===== src/rtl/stage_memory_if.sv =====
// Data-memory bus between the memory-access stage and data memory.
// Wait-request / read-data-valid handshake, one request in flight.
interface stage_memory_if;
  logic [15:0] o_mem_addr;
  logic        o_mem_read;
  logic        o_mem_write;
  logic [15:0] o_mem_wrdata;
  logic        i_mem_waitrequest;
  logic        i_mem_readdatavalid;
  logic [15:0] i_mem_rddata;

  modport master (
    output o_mem_addr, o_mem_read, o_mem_write, o_mem_wrdata,
    input  i_mem_waitrequest, i_mem_readdatavalid, i_mem_rddata
  );

  modport slave (
    input  o_mem_addr, o_mem_read, o_mem_write, o_mem_wrdata,
    output i_mem_waitrequest, i_mem_readdatavalid, i_mem_rddata
  );
endinterface


===== src/rtl/stage_memory.sv =====
// Memory-access pipeline stage: holds one instruction, performs LD/ST over the
// data-memory handshake, stalls upstream while the access is outstanding.
module stage_memory (
  input  logic        clk,
  input  logic        reset_n,
  input  logic        flush,
  input  logic        ex_valid,
  input  logic [15:0] ex_ir,
  input  logic [15:0] ex_alu_out,
  input  logic [15:0] ex_store_data,
  input  logic        ex_z,
  input  logic        ex_n,
  output logic        stall,
  stage_memory_if.master mem,
  output logic        wb_valid,
  output logic [15:0] wb_ir,
  output logic [15:0] wb_alu_reg,
  output logic [15:0] wb_mem_data,
  output logic        wb_z,
  output logic        wb_n
);

  localparam logic [3:0] OP_LD = 4'b0100;
  localparam logic [3:0] OP_ST = 4'b0101;

  typedef enum logic [0:0] {RUN = 1'b0, DATA_WAIT = 1'b1} state_t;

  state_t      state_q, state_d;
  logic        m_valid_q, m_z_q, m_n_q;
  logic [15:0] m_ir_q, m_alu_q, m_sdata_q;
  logic        wb_valid_q, wb_z_q, wb_n_q;
  logic [15:0] wb_ir_q, wb_alu_q, wb_mem_data_q;

  logic is_ld, is_st;
  logic mem_rd, mem_wr, advance, ld_done, stall_s;

  assign is_ld = m_valid_q && (m_ir_q[3:0] == OP_LD);
  assign is_st = m_valid_q && (m_ir_q[3:0] == OP_ST);

  // Access sequencing: advance means the held instruction moves to writeback.
  always_comb begin
    state_d = state_q;
    mem_rd  = 1'b0;
    mem_wr  = 1'b0;
    advance = 1'b0;
    ld_done = 1'b0;
    stall_s = 1'b0;
    case (state_q)
      RUN: begin
        if (is_ld) begin
          mem_rd  = 1'b1;
          stall_s = 1'b1;
          if (!mem.i_mem_waitrequest) begin
            state_d = DATA_WAIT;
          end else begin
            state_d = RUN;
          end
        end else if (is_st) begin
          mem_wr = 1'b1;
          if (!mem.i_mem_waitrequest) begin
            advance = 1'b1;
          end else begin
            stall_s = 1'b1;
          end
        end else begin
          advance = 1'b1;
        end
      end
      DATA_WAIT: begin
        if (mem.i_mem_readdatavalid) begin
          advance = 1'b1;
          ld_done = 1'b1;
          state_d = RUN;
        end else begin
          stall_s = 1'b1;
        end
      end
      default: begin
        state_d = RUN;
      end
    endcase
    // A flush abandons whatever access is in progress in the same cycle.
    if (flush) begin
      state_d = RUN;
      mem_rd  = 1'b0;
      mem_wr  = 1'b0;
      advance = 1'b0;
      ld_done = 1'b0;
      stall_s = 1'b0;
    end else begin
      state_d = state_d;
    end
  end

  // FSM state register.
  always_ff @(posedge clk or negedge reset_n) begin
    if (!reset_n) begin
      state_q <= RUN;
    end else begin
      state_q <= state_d;
    end
  end

  // M register: captures the execute bundle whenever the stage is not stalled.
  always_ff @(posedge clk or negedge reset_n) begin
    if (!reset_n) begin
      m_valid_q <= 1'b0;
      m_ir_q    <= 16'h0000;
      m_alu_q   <= 16'h0000;
      m_sdata_q <= 16'h0000;
      m_z_q     <= 1'b0;
      m_n_q     <= 1'b0;
    end else if (!stall_s) begin
      m_valid_q <= ex_valid & ~flush;
      m_ir_q    <= ex_ir;
      m_alu_q   <= ex_alu_out;
      m_sdata_q <= ex_store_data;
      m_z_q     <= ex_z;
      m_n_q     <= ex_n;
    end
  end

  // Writeback bundle: updated on completion, bubble while stalled or flushed.
  always_ff @(posedge clk or negedge reset_n) begin
    if (!reset_n) begin
      wb_valid_q    <= 1'b0;
      wb_ir_q       <= 16'h0000;
      wb_alu_q      <= 16'h0000;
      wb_mem_data_q <= 16'h0000;
      wb_z_q        <= 1'b0;
      wb_n_q        <= 1'b0;
    end else if (flush) begin
      wb_valid_q <= 1'b0;
    end else if (advance) begin
      wb_valid_q <= m_valid_q;
      wb_ir_q    <= m_ir_q;
      wb_alu_q   <= m_alu_q;
      wb_z_q     <= m_z_q;
      wb_n_q     <= m_n_q;
      if (ld_done) begin
        wb_mem_data_q <= mem.i_mem_rddata;
      end
    end else begin
      wb_valid_q <= 1'b0;
    end
  end

  assign stall            = stall_s;
  assign mem.o_mem_addr   = m_alu_q;
  assign mem.o_mem_wrdata = m_sdata_q;
  assign mem.o_mem_read   = mem_rd;
  assign mem.o_mem_write  = mem_wr;

  assign wb_valid    = wb_valid_q;
  assign wb_ir       = wb_ir_q;
  assign wb_alu_reg  = wb_alu_q;
  assign wb_mem_data = wb_mem_data_q;
  assign wb_z        = wb_z_q;
  assign wb_n        = wb_n_q;

endmodule


===== src/flat_wrapper.sv =====
// flat-port wrapper written by rule: the top's interface ports become plain ports
module stage_memory_flat 
  (clk, reset_n, flush, ex_valid, ex_ir, ex_alu_out, ex_store_data, ex_z, ex_n, stall, wb_valid, wb_ir, wb_alu_reg, wb_mem_data, wb_z, wb_n, mem_o_mem_addr, mem_o_mem_read, mem_o_mem_write, mem_o_mem_wrdata, mem_i_mem_waitrequest, mem_i_mem_readdatavalid, mem_i_mem_rddata);
  stage_memory_if mem_i ();
  input  logic clk;
  input  logic reset_n;
  input  logic flush;
  input  logic ex_valid;
  input  logic [15:0] ex_ir;
  input  logic [15:0] ex_alu_out;
  input  logic [15:0] ex_store_data;
  input  logic ex_z;
  input  logic ex_n;
  output logic stall;
  output logic wb_valid;
  output logic [15:0] wb_ir;
  output logic [15:0] wb_alu_reg;
  output logic [15:0] wb_mem_data;
  output logic wb_z;
  output logic wb_n;
  output wire logic [$bits(mem_i.o_mem_addr)-1:0] mem_o_mem_addr;
  output wire logic [$bits(mem_i.o_mem_read)-1:0] mem_o_mem_read;
  output wire logic [$bits(mem_i.o_mem_write)-1:0] mem_o_mem_write;
  output wire logic [$bits(mem_i.o_mem_wrdata)-1:0] mem_o_mem_wrdata;
  input wire logic [$bits(mem_i.i_mem_waitrequest)-1:0] mem_i_mem_waitrequest;
  input wire logic [$bits(mem_i.i_mem_readdatavalid)-1:0] mem_i_mem_readdatavalid;
  input wire logic [$bits(mem_i.i_mem_rddata)-1:0] mem_i_mem_rddata;
  assign mem_o_mem_addr = mem_i.o_mem_addr;
  assign mem_o_mem_read = mem_i.o_mem_read;
  assign mem_o_mem_write = mem_i.o_mem_write;
  assign mem_o_mem_wrdata = mem_i.o_mem_wrdata;
  assign mem_i.i_mem_waitrequest = mem_i_mem_waitrequest;
  assign mem_i.i_mem_readdatavalid = mem_i_mem_readdatavalid;
  assign mem_i.i_mem_rddata = mem_i_mem_rddata;
  stage_memory u_core (.clk(clk), .reset_n(reset_n), .flush(flush), .ex_valid(ex_valid), .ex_ir(ex_ir), .ex_alu_out(ex_alu_out), .ex_store_data(ex_store_data), .ex_z(ex_z), .ex_n(ex_n), .stall(stall), .mem(mem_i), .wb_valid(wb_valid), .wb_ir(wb_ir), .wb_alu_reg(wb_alu_reg), .wb_mem_data(wb_mem_data), .wb_z(wb_z), .wb_n(wb_n));
endmodule

===== config.mk =====
export PLATFORM = sky130hd
export DESIGN_NAME = stage_memory_flat
export DESIGN_NICKNAME = d
export VERILOG_FILES = /design/src/rtl/stage_memory_if.sv /design/src/rtl/stage_memory.sv /design/src/flat_wrapper.sv
export SDC_FILE = /design/constraint.sdc
export NUM_CORES = 1
export LEC_CHECK = 0
export CAP_MARGIN = 20
export CORE_ASPECT_RATIO = 1.75
export CORE_MARGIN = 2
export CORE_UTILIZATION = 39
export CTS_CLUSTER_DIAMETER = 60
export DETAILED_ROUTE_END_ITERATION = 10
export PLACE_DENSITY_LB_ADDON = 0.2
export SKIP_CTS_REPAIR_TIMING = 1
export SLEW_MARGIN = 10
export SYNTH_ARGS = -nofsm -noshare
export SYNTH_HDL_FRONTEND = slang
export SYNTH_SLANG_ARGS = --single-unit
export TNS_END_PERCENT = 5

===== constraint.sdc =====
create_clock -name clk -period 1.8 [get_ports clk]
set_clock_uncertainty 0.05 [all_clocks]
set_input_delay 0.36 -clock clk [delete_from_list [all_inputs] [get_ports clk]]
set_output_delay 0.36 -clock clk [all_outputs]
set_load 0.05 [all_outputs]

* Word-level counts from Yosys, hierarchy flattened
Cells that the tools add are included.
** Cells by class
- Multiplexer cells :: 26
- Bitwise gates (word level) :: 3
- Equal/unequal tests :: 2
- Reductions and logical operators :: 4
** Operators by type and width (count)
- 1-bit 2-to-1 mux :: 23
- 4-bit by 3-bit equality test with 1-bit output, second input constant :: 2
- 1-bit one-hot mux with 2 select lines :: 3
- 3-bit AND reduction :: 1
- 1-bit logical AND :: 2
- 1-bit NOT :: 2
- 2-bit AND reduction :: 1
- 1-bit bitwise AND :: 1
** Word-level totals
- Register bits :: 103
- Word-level logic and storage cells :: 48
- Output and inout bits :: 86
- Bits of input ports :: 72

* Longest topological paths before layout
- Depth after elaboration :: 8
- Gate-level depth with buffers :: 5
- Depth with buffers taken out :: 3

* Least setup slack after synthesis
OpenSTA, ideal clock, no wires.
- Path kind :: flip-flop to output port
- From :: reg u_core.m_ir_q[3]
- To :: out mem_o_mem_write
- Arrival time :: 1.979 ns
- Path buffers :: 0
- Stages on the path, launching flop included :: 4
- Required time :: 1.390 ns
- Setup slack :: -0.589 ns
- Cells stage by stage :: dfrtp_1 and4bb_4 nand2_1 nor3b_1
** On the way
- Cells in the longest elaborated chain, start to end :: 6
- Elaborated cells between the ends (all ways) :: 8
- Classes of those cells :: 2 x eq/ne; 4 x mux; 2 x reduce/logical
** RTL lines
- start: declaration :: line stage_memory.sv:30 : logic [15:0] m_ir_q, m_alu_q, m_sdata_q;
- start signal: assignment :: line stage_memory.sv:115 : m_ir_q <= ex_ir;
- 4-bit by 3-bit equality test with 1-bit output :: line stage_memory.sv:38 : assign is_st = m_valid_q && (m_ir_q[3:0] == OP_ST);
- 1-bit logical AND :: line stage_memory.sv:38
- 1-bit 2-to-1 mux :: line stage_memory.sv:58 : end else if (is_st) begin
- 1-bit 2-to-1 mux * :: line stage_memory.sv:50 : if (is_ld) begin
- 1-bit 2-to-1 mux * :: line stage_memory.sv:48 : case (state_q)
- 1-bit 2-to-1 mux * :: line stage_memory.sv:83 : if (flush) begin
- end: declaration :: line flat_wrapper.sv:23 : output wire logic [$bits(mem_i.o_mem_write)-1:0] mem_o_mem_write;
Mark *: on every way between the ends. The rest lies on a longest branch, timed or not.

* Worst setup path in the final report
- From :: reg u_core.state_q
- To :: out stall
** On the way
- Cells in the longest elaborated chain, start to end :: 3
** RTL lines
- start: declaration :: line stage_memory.sv:28 : state_t state_q, state_d;
- start signal: assignment :: line stage_memory.sv:100 : state_q <= state_d;
- 1-bit NOT
- 1-bit one-hot mux with 2 select lines * :: line stage_memory.sv:48
- 1-bit 2-to-1 mux * :: line stage_memory.sv:83
- end: declaration :: line flat_wrapper.sv:14 : output logic stall;
Marks and branches as above.

==> metrics.txt <==
CTS H-tree lvls 3; Synth Area in XOR/XNOR 0%; EDFF count, synth 0; setup slack, reg-to-reg -0.11 ns; simple logic cell fraction of the synthesized area 2.72%; row cnt 49; Mapped Area 4050 um2; worst hold start u_core.wb_ir[14]; Hold Path Class flip-flop to flip-flop; mux contribution to synthesized area 29.0%; die height 139 um; Ant. Diodes 0; CTS root buffer clkbuf_16; Layout Nets 513; delay of the slowest critical-path stage 0.41 ns; final hold vios 0; die width 81.1 um; fin util 62.1%; clock transition at the registers of the reported paths 0.06 ns; Bufs and invs on worst path 3; LEAKAGE 2.96 nW; critical path required time 1.39 ns; post-synthesis sequential area ratio 63.6%; worst-case reg-to-reg path depth 7; first-pass GRT wire length 14200 um; I/O pin total 158; layout cells sized above 1 54.0%; syn nets 313; Reg-to-Reg Start u_core.state_q; drt wl/cell 16.3 um; Yosys top cell area share 63.6%; Syn. warnings 0; Syn-to-layout area delta 55.9%; Power Total 5.87 mW; routed vias 2704; GRT Total Usage 16.4%; compound-gate portion of the synthesized area 2.19%; Top delay family on crit path flip-flops; Hold EP u_core.wb_ir[14]; CTS tree built; initial antenna violation count 0; Worst Setup Start Kind flip-flop; post-route ant nets 0; PD cells 929 nW/um2; Post-synth top cells dfrtp_1, mux2_2, mux2_4; CP Cell Sequence or3b_4 -> o2111ai_4 -> buf_12 -> clkinv_4 -> buf_12; slew margin rel. 67.2%; Syn Inst Count 241; Setup crit end kind output port; most used flip-flop cell after synthesis dfrtp_1; post-synth top area cell dfrtp_1; unrepaired setup endpoints after global routing yes; status complete, but fails checks; Detailed Routing Iterations Pass 1 6; count of final setup violators 47; critical path's slowest cell dfrtp_1; Worst-Margin Slew 0.492 ns; Arr. time, crit path 1.61 ns; GP Congestion 0.762; Starting DRT DRC Count 52; fmax 494 MHz; Finished Cell Area 6320 um2; Max-cap violations 0; grt ovf 0; syn avg cell area 16.8 um2; Max VDD drop 0.000728 V; core footprint 10200 um2; main combinational cell family by area after synthesis multiplexers; CTS buffer count 9; Tmin final 2.02 ns; capture instance of the worst register-to-register path u_core.mem.o_mem_addr[6]; Max Fanout on Critical Path 5; Area contributors post-synth dfrtp_1, mux2_2, mux2_4; setup ws final -0.224 ns; clock sinks 103; vias per cell 4.72; Cell Area, Placed 5850 um2; Die Area 11300 um2; Slew Limit Fails 0; CP most frequent cell buf_12; Post-Synth Adder-Cell Area 0%; Async S/R FF share, synth 100%; Clock Tree Buf Depth 2; most common cell in the netlist dfrtp_1; Clock Latency Late Sink 0.33 ns; WS Path Type flip-flop to output port; Yosys cell types 27; Tcrit/Tclk final 112%; DP HPWL 7040 um; Residual DRC 0; initial core utilization 39.8%; largest net degree at the start of global routing 35; number of I/O port buffers 157; flop and latch count out of synthesis 103; vias in the first global route 2868; violated checks negative setup slack; final WL 9340 um; hold depth 1
power by group:
part	internal (mW)	switching, mW	total, mW
Combinational	0.561	0.785	1.35
Clock	1.12	0.809	1.93
Sequential	2.49	0.104	2.59
cells by family (layout without fill, tap and decap cells):
group	count (synthesis)	in the layout
compound gates	8	8
buf+inv	15	220
flops	103	103
mux	98	98
simple gates	17	17
final cells by class:
class / instances / area [um2]
flip-flops and latches: 103 / 2580
inverters: 5 / 23.8
clock buffers: 12 / 246
clock inverters: 4 / 55.1
fillers: 840 / 3860
repair buffers: 199 / 1840
well taps: 127 / 159
multi-input cells: 123 / 1420
routing by layer:
layer,up-vias,share of wire [%],global-route usage (%)
li1,1259,-,-
met1,1343,36,18.2
met2,90,56,29.0
met3,12,5.7,4.43
met4,0,2.0,6.42
met5,-,0,0
worst max-delay path by stage:
stage / start / end / slack (ns) / cells past startpoint
after floorplan: u_core.m_ir_q[3] / mem_o_mem_read / -0.10 / 3
after global placement: mem_i_mem_waitrequest / stall / -0.43 / 6
after detailed placement: mem_i_mem_waitrequest / u_core.m_ir_q[14] / -0.47 / 5
after CTS: mem_i_mem_waitrequest / stall / -0.45 / 6
after global routing: u_core.state_q / stall / -0.26 / 5
final: u_core.state_q / stall / -0.22 / 5
cells in the final DEF (no fill, tap or decap), types with 2 or more instances in the layout:
cell type / n
mux2_1: 6
nand2_1: 3
buf_4: 115
clkinv_4: 3
buf_12: 11
dfrtp_1: 103
nand2b_1: 2
clkbuf_1: 2
clkdlybuf4s50_1: 69
inv_1: 4
nand3_1: 2
o2bb2ai_1: 2
o211ai_1: 2
mux2_2: 68
clkbuf_16: 10
mux2_4: 23
stage by stage:
stage	instances	setup slack, ns	setup TNS, ns	hold WS [ns]
6_report	573	-0.224	-2.88	0.435
3_3_place_gp	542	-0.435	-34.21	0.304
5_1_grt	573	-0.260	-5.02	0.467
2_1_floorplan	241	-0.100	-0.155	0.0144
3_5_place_dp	542	-0.465	-36.75	0.303
4_1_cts	558	-0.452	-4.65	-0.0616
Note: power is estimated with default switching activity, not from simulation.
